<file path="src/rtl/mips_cpu_regfile_wr_arbiter_if.sv">
// Writeback, scoreboard and hazard bundle for the regfile write arbiter.
// master = surrounding pipeline, slave = arbiter.
interface mips_cpu_regfile_wr_arbiter_if #(
    parameter int DATA_W = 32,
    parameter int ADDR_W = 5
);
    logic              alu_valid;
    logic [ADDR_W-1:0] alu_addr;
    logic [DATA_W-1:0] alu_data;
    logic              alu_ready;

    logic              mem_valid;
    logic [ADDR_W-1:0] mem_addr;
    logic [DATA_W-1:0] mem_data;
    logic              mem_ready;

    logic              rf_write;
    logic [ADDR_W-1:0] rf_wrAddr;
    logic [DATA_W-1:0] rf_wrData;

    logic              reserve_valid;
    logic [ADDR_W-1:0] reserve_addr;

    logic [ADDR_W-1:0] rd_addr_a;
    logic [ADDR_W-1:0] rd_addr_b;
    logic              hazard_a;
    logic              hazard_b;
    logic [ADDR_W:0]   pending_cnt;

    modport master (
        output alu_valid, alu_addr, alu_data,
        input  alu_ready,
        output mem_valid, mem_addr, mem_data,
        input  mem_ready,
        input  rf_write, rf_wrAddr, rf_wrData,
        output reserve_valid, reserve_addr,
        output rd_addr_a, rd_addr_b,
        input  hazard_a, hazard_b, pending_cnt
    );

    modport slave (
        input  alu_valid, alu_addr, alu_data,
        output alu_ready,
        input  mem_valid, mem_addr, mem_data,
        output mem_ready,
        output rf_write, rf_wrAddr, rf_wrData,
        input  reserve_valid, reserve_addr,
        input  rd_addr_a, rd_addr_b,
        output hazard_a, hazard_b, pending_cnt
    );
endinterface

</file>
<file path="src/rtl/mips_cpu_regfile_wr_arbiter.sv">
// Round-robin arbiter for the single regfile write port (ALU vs load),
// with a pending-write scoreboard and read-hazard flags.
// Ports: clk, reset (sync, active-high), bus (slave side of the bundle):
//   alu_*/mem_* valid/ready requesters, rf_* registered write port,
//   reserve_* scoreboard set, rd_addr_*/hazard_* checks, pending_cnt.
module mips_cpu_regfile_wr_arbiter #(
    parameter int DATA_W       = 32,
    parameter int ADDR_W       = 5,
    parameter int INIT_PRI_MEM = 1
) (
    input  logic clk,
    input  logic reset,
    mips_cpu_regfile_wr_arbiter_if.slave bus
);
    localparam int NREG = 1 << ADDR_W;

    // pri_q = 1: load requester wins the next contention
    logic              pri_q, pri_d;
    logic              rf_write_q, rf_write_d;
    logic [ADDR_W-1:0] rf_addr_q, rf_addr_d;
    logic [DATA_W-1:0] rf_data_q, rf_data_d;
    logic [NREG-1:0]   pend_q, pend_d;
    logic [ADDR_W:0]   cnt_q, cnt_d;

    logic              alu_gnt, mem_gnt, any_gnt, contended;
    logic [ADDR_W-1:0] gnt_addr;
    logic [DATA_W-1:0] gnt_data;

    always_comb begin
        contended = bus.alu_valid && bus.mem_valid && !reset;
        alu_gnt   = !reset && bus.alu_valid
                  && (!bus.mem_valid || !pri_q);
        mem_gnt   = !reset && bus.mem_valid
                  && (!bus.alu_valid || pri_q);
        any_gnt   = alu_gnt || mem_gnt;
        gnt_addr  = mem_gnt ? bus.mem_addr : bus.alu_addr;
        gnt_data  = mem_gnt ? bus.mem_data : bus.alu_data;
    end

    always_comb begin
        pri_d      = pri_q;
        rf_write_d = 1'b0;
        rf_addr_d  = rf_addr_q;
        rf_data_d  = rf_data_q;
        pend_d     = pend_q;
        cnt_d      = '0;

        if (contended) pri_d = !pri_q;

        // A grant to r0 is consumed but never reaches the regfile
        if (any_gnt) begin
            rf_write_d = (gnt_addr != '0);
            rf_addr_d  = gnt_addr;
            rf_data_d  = gnt_data;
        end

        // Clear before set: a new producer reserving the same
        // register on the retiring edge keeps the bit set
        if (any_gnt && gnt_addr != '0)
            pend_d[gnt_addr] = 1'b0;
        if (bus.reserve_valid && bus.reserve_addr != '0)
            pend_d[bus.reserve_addr] = 1'b1;

        for (int i = 0; i < NREG; i++)
            cnt_d = cnt_d + (ADDR_W+1)'(pend_d[i]);
    end

    always_ff @(posedge clk) begin
        if (reset) begin
            pri_q      <= (INIT_PRI_MEM != 0);
            rf_write_q <= 1'b0;
            rf_addr_q  <= '0;
            rf_data_q  <= '0;
            pend_q     <= '0;
            cnt_q      <= '0;
        end else begin
            pri_q      <= pri_d;
            rf_write_q <= rf_write_d;
            rf_addr_q  <= rf_addr_d;
            rf_data_q  <= rf_data_d;
            pend_q     <= pend_d;
            cnt_q      <= cnt_d;
        end
    end

    assign bus.alu_ready   = alu_gnt;
    assign bus.mem_ready   = mem_gnt;
    assign bus.rf_write    = rf_write_q;
    assign bus.rf_wrAddr   = rf_addr_q;
    assign bus.rf_wrData   = rf_data_q;
    assign bus.pending_cnt = cnt_q;

    // The regfile read is registered, so a register being written
    // this cycle still reads stale data.
    assign bus.hazard_a = (bus.rd_addr_a != '0)
        && (pend_q[bus.rd_addr_a]
            || (rf_write_q && rf_addr_q == bus.rd_addr_a));
    assign bus.hazard_b = (bus.rd_addr_b != '0)
        && (pend_q[bus.rd_addr_b]
            || (rf_write_q && rf_addr_q == bus.rd_addr_b));
endmodule

</file>
<file path="src/flat_wrapper.sv">
// flat-port wrapper written by rule: the top's interface ports become plain ports
module mips_cpu_regfile_wr_arbiter_flat 
#(
    parameter int DATA_W       = 32,
    parameter int ADDR_W       = 5,
    parameter int INIT_PRI_MEM = 1
)
  (clk, reset, bus_alu_valid, bus_alu_addr, bus_alu_data, bus_alu_ready, bus_mem_valid, bus_mem_addr, bus_mem_data, bus_mem_ready, bus_rf_write, bus_rf_wrAddr, bus_rf_wrData, bus_reserve_valid, bus_reserve_addr, bus_rd_addr_a, bus_rd_addr_b, bus_hazard_a, bus_hazard_b, bus_pending_cnt);
  mips_cpu_regfile_wr_arbiter_if #(.DATA_W(DATA_W), .ADDR_W(ADDR_W)) bus_i ();
  input  logic clk;
  input  logic reset;
  input wire logic [$bits(bus_i.alu_valid)-1:0] bus_alu_valid;
  input wire logic [$bits(bus_i.alu_addr)-1:0] bus_alu_addr;
  input wire logic [$bits(bus_i.alu_data)-1:0] bus_alu_data;
  output wire logic [$bits(bus_i.alu_ready)-1:0] bus_alu_ready;
  input wire logic [$bits(bus_i.mem_valid)-1:0] bus_mem_valid;
  input wire logic [$bits(bus_i.mem_addr)-1:0] bus_mem_addr;
  input wire logic [$bits(bus_i.mem_data)-1:0] bus_mem_data;
  output wire logic [$bits(bus_i.mem_ready)-1:0] bus_mem_ready;
  output wire logic [$bits(bus_i.rf_write)-1:0] bus_rf_write;
  output wire logic [$bits(bus_i.rf_wrAddr)-1:0] bus_rf_wrAddr;
  output wire logic [$bits(bus_i.rf_wrData)-1:0] bus_rf_wrData;
  input wire logic [$bits(bus_i.reserve_valid)-1:0] bus_reserve_valid;
  input wire logic [$bits(bus_i.reserve_addr)-1:0] bus_reserve_addr;
  input wire logic [$bits(bus_i.rd_addr_a)-1:0] bus_rd_addr_a;
  input wire logic [$bits(bus_i.rd_addr_b)-1:0] bus_rd_addr_b;
  output wire logic [$bits(bus_i.hazard_a)-1:0] bus_hazard_a;
  output wire logic [$bits(bus_i.hazard_b)-1:0] bus_hazard_b;
  output wire logic [$bits(bus_i.pending_cnt)-1:0] bus_pending_cnt;
  assign bus_i.alu_valid = bus_alu_valid;
  assign bus_i.alu_addr = bus_alu_addr;
  assign bus_i.alu_data = bus_alu_data;
  assign bus_alu_ready = bus_i.alu_ready;
  assign bus_i.mem_valid = bus_mem_valid;
  assign bus_i.mem_addr = bus_mem_addr;
  assign bus_i.mem_data = bus_mem_data;
  assign bus_mem_ready = bus_i.mem_ready;
  assign bus_rf_write = bus_i.rf_write;
  assign bus_rf_wrAddr = bus_i.rf_wrAddr;
  assign bus_rf_wrData = bus_i.rf_wrData;
  assign bus_i.reserve_valid = bus_reserve_valid;
  assign bus_i.reserve_addr = bus_reserve_addr;
  assign bus_i.rd_addr_a = bus_rd_addr_a;
  assign bus_i.rd_addr_b = bus_rd_addr_b;
  assign bus_hazard_a = bus_i.hazard_a;
  assign bus_hazard_b = bus_i.hazard_b;
  assign bus_pending_cnt = bus_i.pending_cnt;
  mips_cpu_regfile_wr_arbiter #(.DATA_W(DATA_W), .ADDR_W(ADDR_W), .INIT_PRI_MEM(INIT_PRI_MEM)) u_core (.clk(clk), .reset(reset), .bus(bus_i));
endmodule
</file>
<file path="config.mk">
export PLATFORM = sky130hd
export DESIGN_NAME = mips_cpu_regfile_wr_arbiter_flat
export DESIGN_NICKNAME = d
export VERILOG_FILES = /design/src/rtl/mips_cpu_regfile_wr_arbiter_if.sv /design/src/rtl/mips_cpu_regfile_wr_arbiter.sv /design/src/flat_wrapper.sv
export SDC_FILE = /design/constraint.sdc
export NUM_CORES = 1
export LEC_CHECK = 0
export ABC_CLOCK_PERIOD_IN_PS = 18100
export BUFFER_PORTS_ARGS = -buffer_cell sky130_fd_sc_hd__buf_2
export CAP_MARGIN = 20
export CORE_ASPECT_RATIO = 0.6
export CORE_UTILIZATION = 55
export DETAILED_ROUTE_END_ITERATION = 16
export PLACE_DENSITY_LB_ADDON = 0.25
export SYNTH_ARGS = -nofsm -noshare
export SYNTH_HDL_FRONTEND = slang
export SYNTH_SLANG_ARGS = --single-unit
</file>
<file path="constraint.sdc">
create_clock -name clk -period 18.1 [get_ports clk]
set_input_delay 1.81 -clock clk [delete_from_list [all_inputs] [get_ports clk]]
set_output_delay 1.81 -clock clk [all_outputs]
set_load 0.02 [all_outputs]
</file>
==> qor.yml <==
clock_tree:
  cts_buffers: 9
  post-cts-setup-buffers: 0
  cts_tree: "done"
  clk_path_buf_depth: 2
  cts_root_buf: "clkbuf_16"
  clkTransAtPathRegs_ns: 0.06
  ctsResizeCount: 0
  h-tree-depth: 3
  postCtsHoldBufs: 0
  clk_latency_ns: 0.33
  cts.sinks: 77
logic_synthesis:
  syn_avg_cell_area_um2: 9.05
  synth_edf_count: 0
  syn_nets: 665
  yosysUniqueCellTypes: 56
  ys_seq_area_share_pct: 31.6
  async_reset_ff_share_pct: 0
  yosys_warnings: 0
  ys_seq_elements: 77
  synthFlopType: "dfxtp_1"
  syn-instance-count: 539
  syn-cell-area_um2: 4880
global_routing:
  track_usage_pct: 30.8
  grt_pass1_vias: 4127
  grt_max_degree: 81
  grt_pass1_wl_um: 21200
  grt_overflow: 0
  antenna_found_initial: 0
drt:
  detail_route.wl_per_cell_um: 18.1
  dr.pass1.iters: 6
  wirelength_um: 14000
  drt-vias-per-instance: 5.99
  vias: 4652
  ant_nets: 0
  drcViolationCount: 0
  drt-initial-drc-count: 524
layout:
  final_net_count: 785
  fin_cells: 776
  diodes: 0
  area_delta_synth_final_pct: 21.2
  drive_above_1_share_pct: 28.6
sta:
  setup_ws_ns: 9.28
  tightest_slew_ns: 1.05
  drv_slew: 0
  rsz0062_at_grt: "false"
  finalCriticalPeriod_ns: 8.82
  timing_hold_violations_final: 0
  fin_setup_tns_ns: 0
  fmax_mhz: 113
  setup-violations-final: 0
  finClkSkew_ns: 0.00472
  relSlewSlack_pct: 29.6
  fin_crit_sh_pct: 48.7
pwr:
  vdd_drop_max_mv: 0.0576
  p_per_area_nw_per_um2: 78.7
  p_leak_nw: 2.67
  p_total_mw: 0.466
setup_path:
  startpoint_type: "primary input"
  worstPathMaxFanout: 80
  max_stage_delay_ns: 0.93
  crit_required_ns: 18.29
  worstPathArrival_ns: 9.01
  worst-path-buf-inv: 6
  crit_family: "adder cells"
  critPathKind: "in2reg"
  crit_top_cell: "fa_1"
  cp-end-kind: "flip-flop"
  crit_slowest_cell: "nor2_4"
  path_cells: "buf_2, buf_4, nor2_4, o21ai_1, o31ai_1, nand2_1, ha_1, inv_1, fa_1, fa_1, fa_1, fa_1, fa_1, fa_1, inv_1, fa_1, inv_1, fa_1, inv_1, a21o_1, a21oi_1, xor2_1, nor2_1"
die:
  die_h_um: 75.0
  die_w_um: 124
  io_pins: 142
  start_util_pct: 57.0
  design.core.area_um2: 8560
  core.rowCount: 26
  die-area_um2: 9270
place:
  dp.cells: 759
  pre_cts_ws_ns: 8.92
  io_buffers: 141
  place_congestion: 0.930
  place_hpwl_um: 10400
run:
  drv_cap: 0
outcome:
  outcome: "completed"
hold_path:
  hold_class: "reg2reg"
==> layer usage <==
layer / track usage (%) / wire (um) / part of all wire, % / vias to the layer above
met1: 45.7 / 6320 / 45 / 2214
met3: 9.62 / 1530 / 11 / 10
met4: 6.56 / 93 / 0.66 / 0
met5: 0 / 0 / 0 / -
met2: 43.8 / 6080 / 43 / 250
li1: - / - / - / 2178
==> state kept, by name, indices dropped and copies added (netlist names) <==
signal,flops
u_core.bus.rf_wrAddr,5
u_core.pend_q,32
u_core.bus.rf_wrData,32
u_core.bus.pending_cnt,6
u_core.bus.rf_write,1
u_core.pri_q,1
==> Yosys cell counts, types with 2 or more instances <==
| cell type | n | share of area, % |
|---|---|---|
| a21o_1 | 2 | 0.31 |
| o31a_1 | 3 | 0.54 |
| o22ai_1 | 32 | 4.1 |
| and2_1 | 23 | 2.9 |
| buf_6 | 3 | 0.69 |
| buf_1 | 8 | 0.62 |
| o31ai_1 | 25 | 3.8 |
| a211oi_1 | 2 | 0.31 |
| nand2b_1 | 4 | 0.51 |
| nor2b_1 | 6 | 0.77 |
| nor4_1 | 3 | 0.38 |
| nor3_1 | 37 | 3.8 |
| fa_1 | 24 | 9.8 |
| o31ai_2 | 6 | 1.5 |
| mux4_1 | 8 | 4.3 |
| a21oi_1 | 38 | 3.9 |
| a311oi_1 | 4 | 0.72 |
| nand2_1 | 56 | 4.3 |
| mux2_2 | 2 | 0.46 |
| inv_1 | 30 | 2.3 |
| nor2_1 | 47 | 3.6 |
| o21ai_2 | 3 | 0.54 |
| dfxtp_1 | 77 | 32 |
| mux4_2 | 7 | 3.2 |
| ha_1 | 8 | 2.1 |
| a31oi_2 | 2 | 0.51 |
| nor3b_1 | 5 | 0.77 |
| o2111ai_1 | 2 | 0.36 |
| clkbuf_1 | 13 | 1.0 |
| xnor2_1 | 2 | 0.36 |
| nor4b_2 | 2 | 0.62 |
| xor2_1 | 10 | 1.8 |
| and3b_1 | 3 | 0.54 |
| buf_2 | 10 | 1.0 |
| and3_1 | 3 | 0.38 |
| nand3b_1 | 3 | 0.46 |
| nand3_1 | 2 | 0.21 |
| mux2i_1 | 6 | 1.2 |
==> cells by family (layout without fill, tap and decap cells) <==
logic type	Yosys count	after routing	synth area share (%)
AOI/OAI and AO/OA	127	127	17.9
DFF	77	77	31.6
xor gates and xnor gates	12	12	2.15
adders and majority gates	32	32	11.9
and+or+nand+nor	201	201	20.7
buffers and inverters	65	190	5.72
muxes	25	25	10.0
==> cells in the final DEF (no fill, tap or decap), types with 5 or more instances in the layout <==
master and instances:
clkbuf_16 9, nor3b_1 5, buf_2 141, mux4_1 8, fa_1 24, and2_1 23, nor2b_1 6, o22ai_1 32
nor2_1 46, mux2i_1 6, o31ai_2 6, dfxtp_1 77, o31ai_1 25, a21oi_1 38, mux4_2 7, nand2_1 56
inv_1 30, ha_1 8, xor2_1 10, nor3_1 37
==> stage by stage <==
stage / area [um2] / utilization (%) / hold WS [ns]
after CTS: 5890 / 68.8 / 0.490
after floorplan: 4880 / - / 0.463
after global placement: 5580 / 65.2 / 0.476
after global routing: 5910 / 69.1 / 0.506
final: 5910 / 69.1 / 0.488
after detailed placement: 5580 / 65.2 / 0.477
==> cell type report <==
cell class / instances / area (um2)
inverter: 31 / 116
clock buffer: 9 / 225
multi-input combinational: 397 / 3070
fill: 683 / 2640
timing repair buffer: 143 / 741
sequential: 77 / 1540
clock inverter: 7 / 82.6
tap: 112 / 140
==> path summary, 6_finish.rpt <==
path                                                            start                               endpoint  slack, ns  cells after the start
worst max-delay path                                            reset   u_core.bus.pending_cnt[4]$_SDFF_PP0_       9.28                     23
worst max register to register              u_core.pri_q$_SDFFE_PP1P_   u_core.bus.pending_cnt[4]$_SDFF_PP0_      11.25                     22
worst min register to register  u_core.bus.rf_wrData[16]$_SDFFE_PP0N_  u_core.bus.rf_wrData[16]$_SDFFE_PP0N_       0.49                      2
worst min-delay path            u_core.bus.rf_wrData[16]$_SDFFE_PP0N_  u_core.bus.rf_wrData[16]$_SDFFE_PP0N_       0.49                      2
==> worst reg2reg max path, cell delays in order, from the launching register on <==
cell and delay [ns]:
dfxtp_1 0.38, nand2b_1 0.30, nand2_4 0.34, mux2_4 0.52, o31ai_1 0.34, nand2_1 0.10, ha_1 0.28, inv_1 0.05
fa_1 0.51, fa_1 0.52, fa_1 0.59, fa_1 0.45, fa_1 0.51, fa_1 0.52, inv_1 0.05, fa_1 0.40
inv_1 0.08, fa_1 0.19, inv_1 0.05, a21o_1 0.16, a21oi_1 0.16, xor2_1 0.16, nor2_1 0.05
==> power breakdown <==
part	total (mW)	switching (mW)	internal, mW
clock network	0.186	0.0769	0.109
logic	0.0951	0.0583	0.0368
registers	0.185	0.00587	0.179
Note: power is estimated with default switching activity, not from simulation.
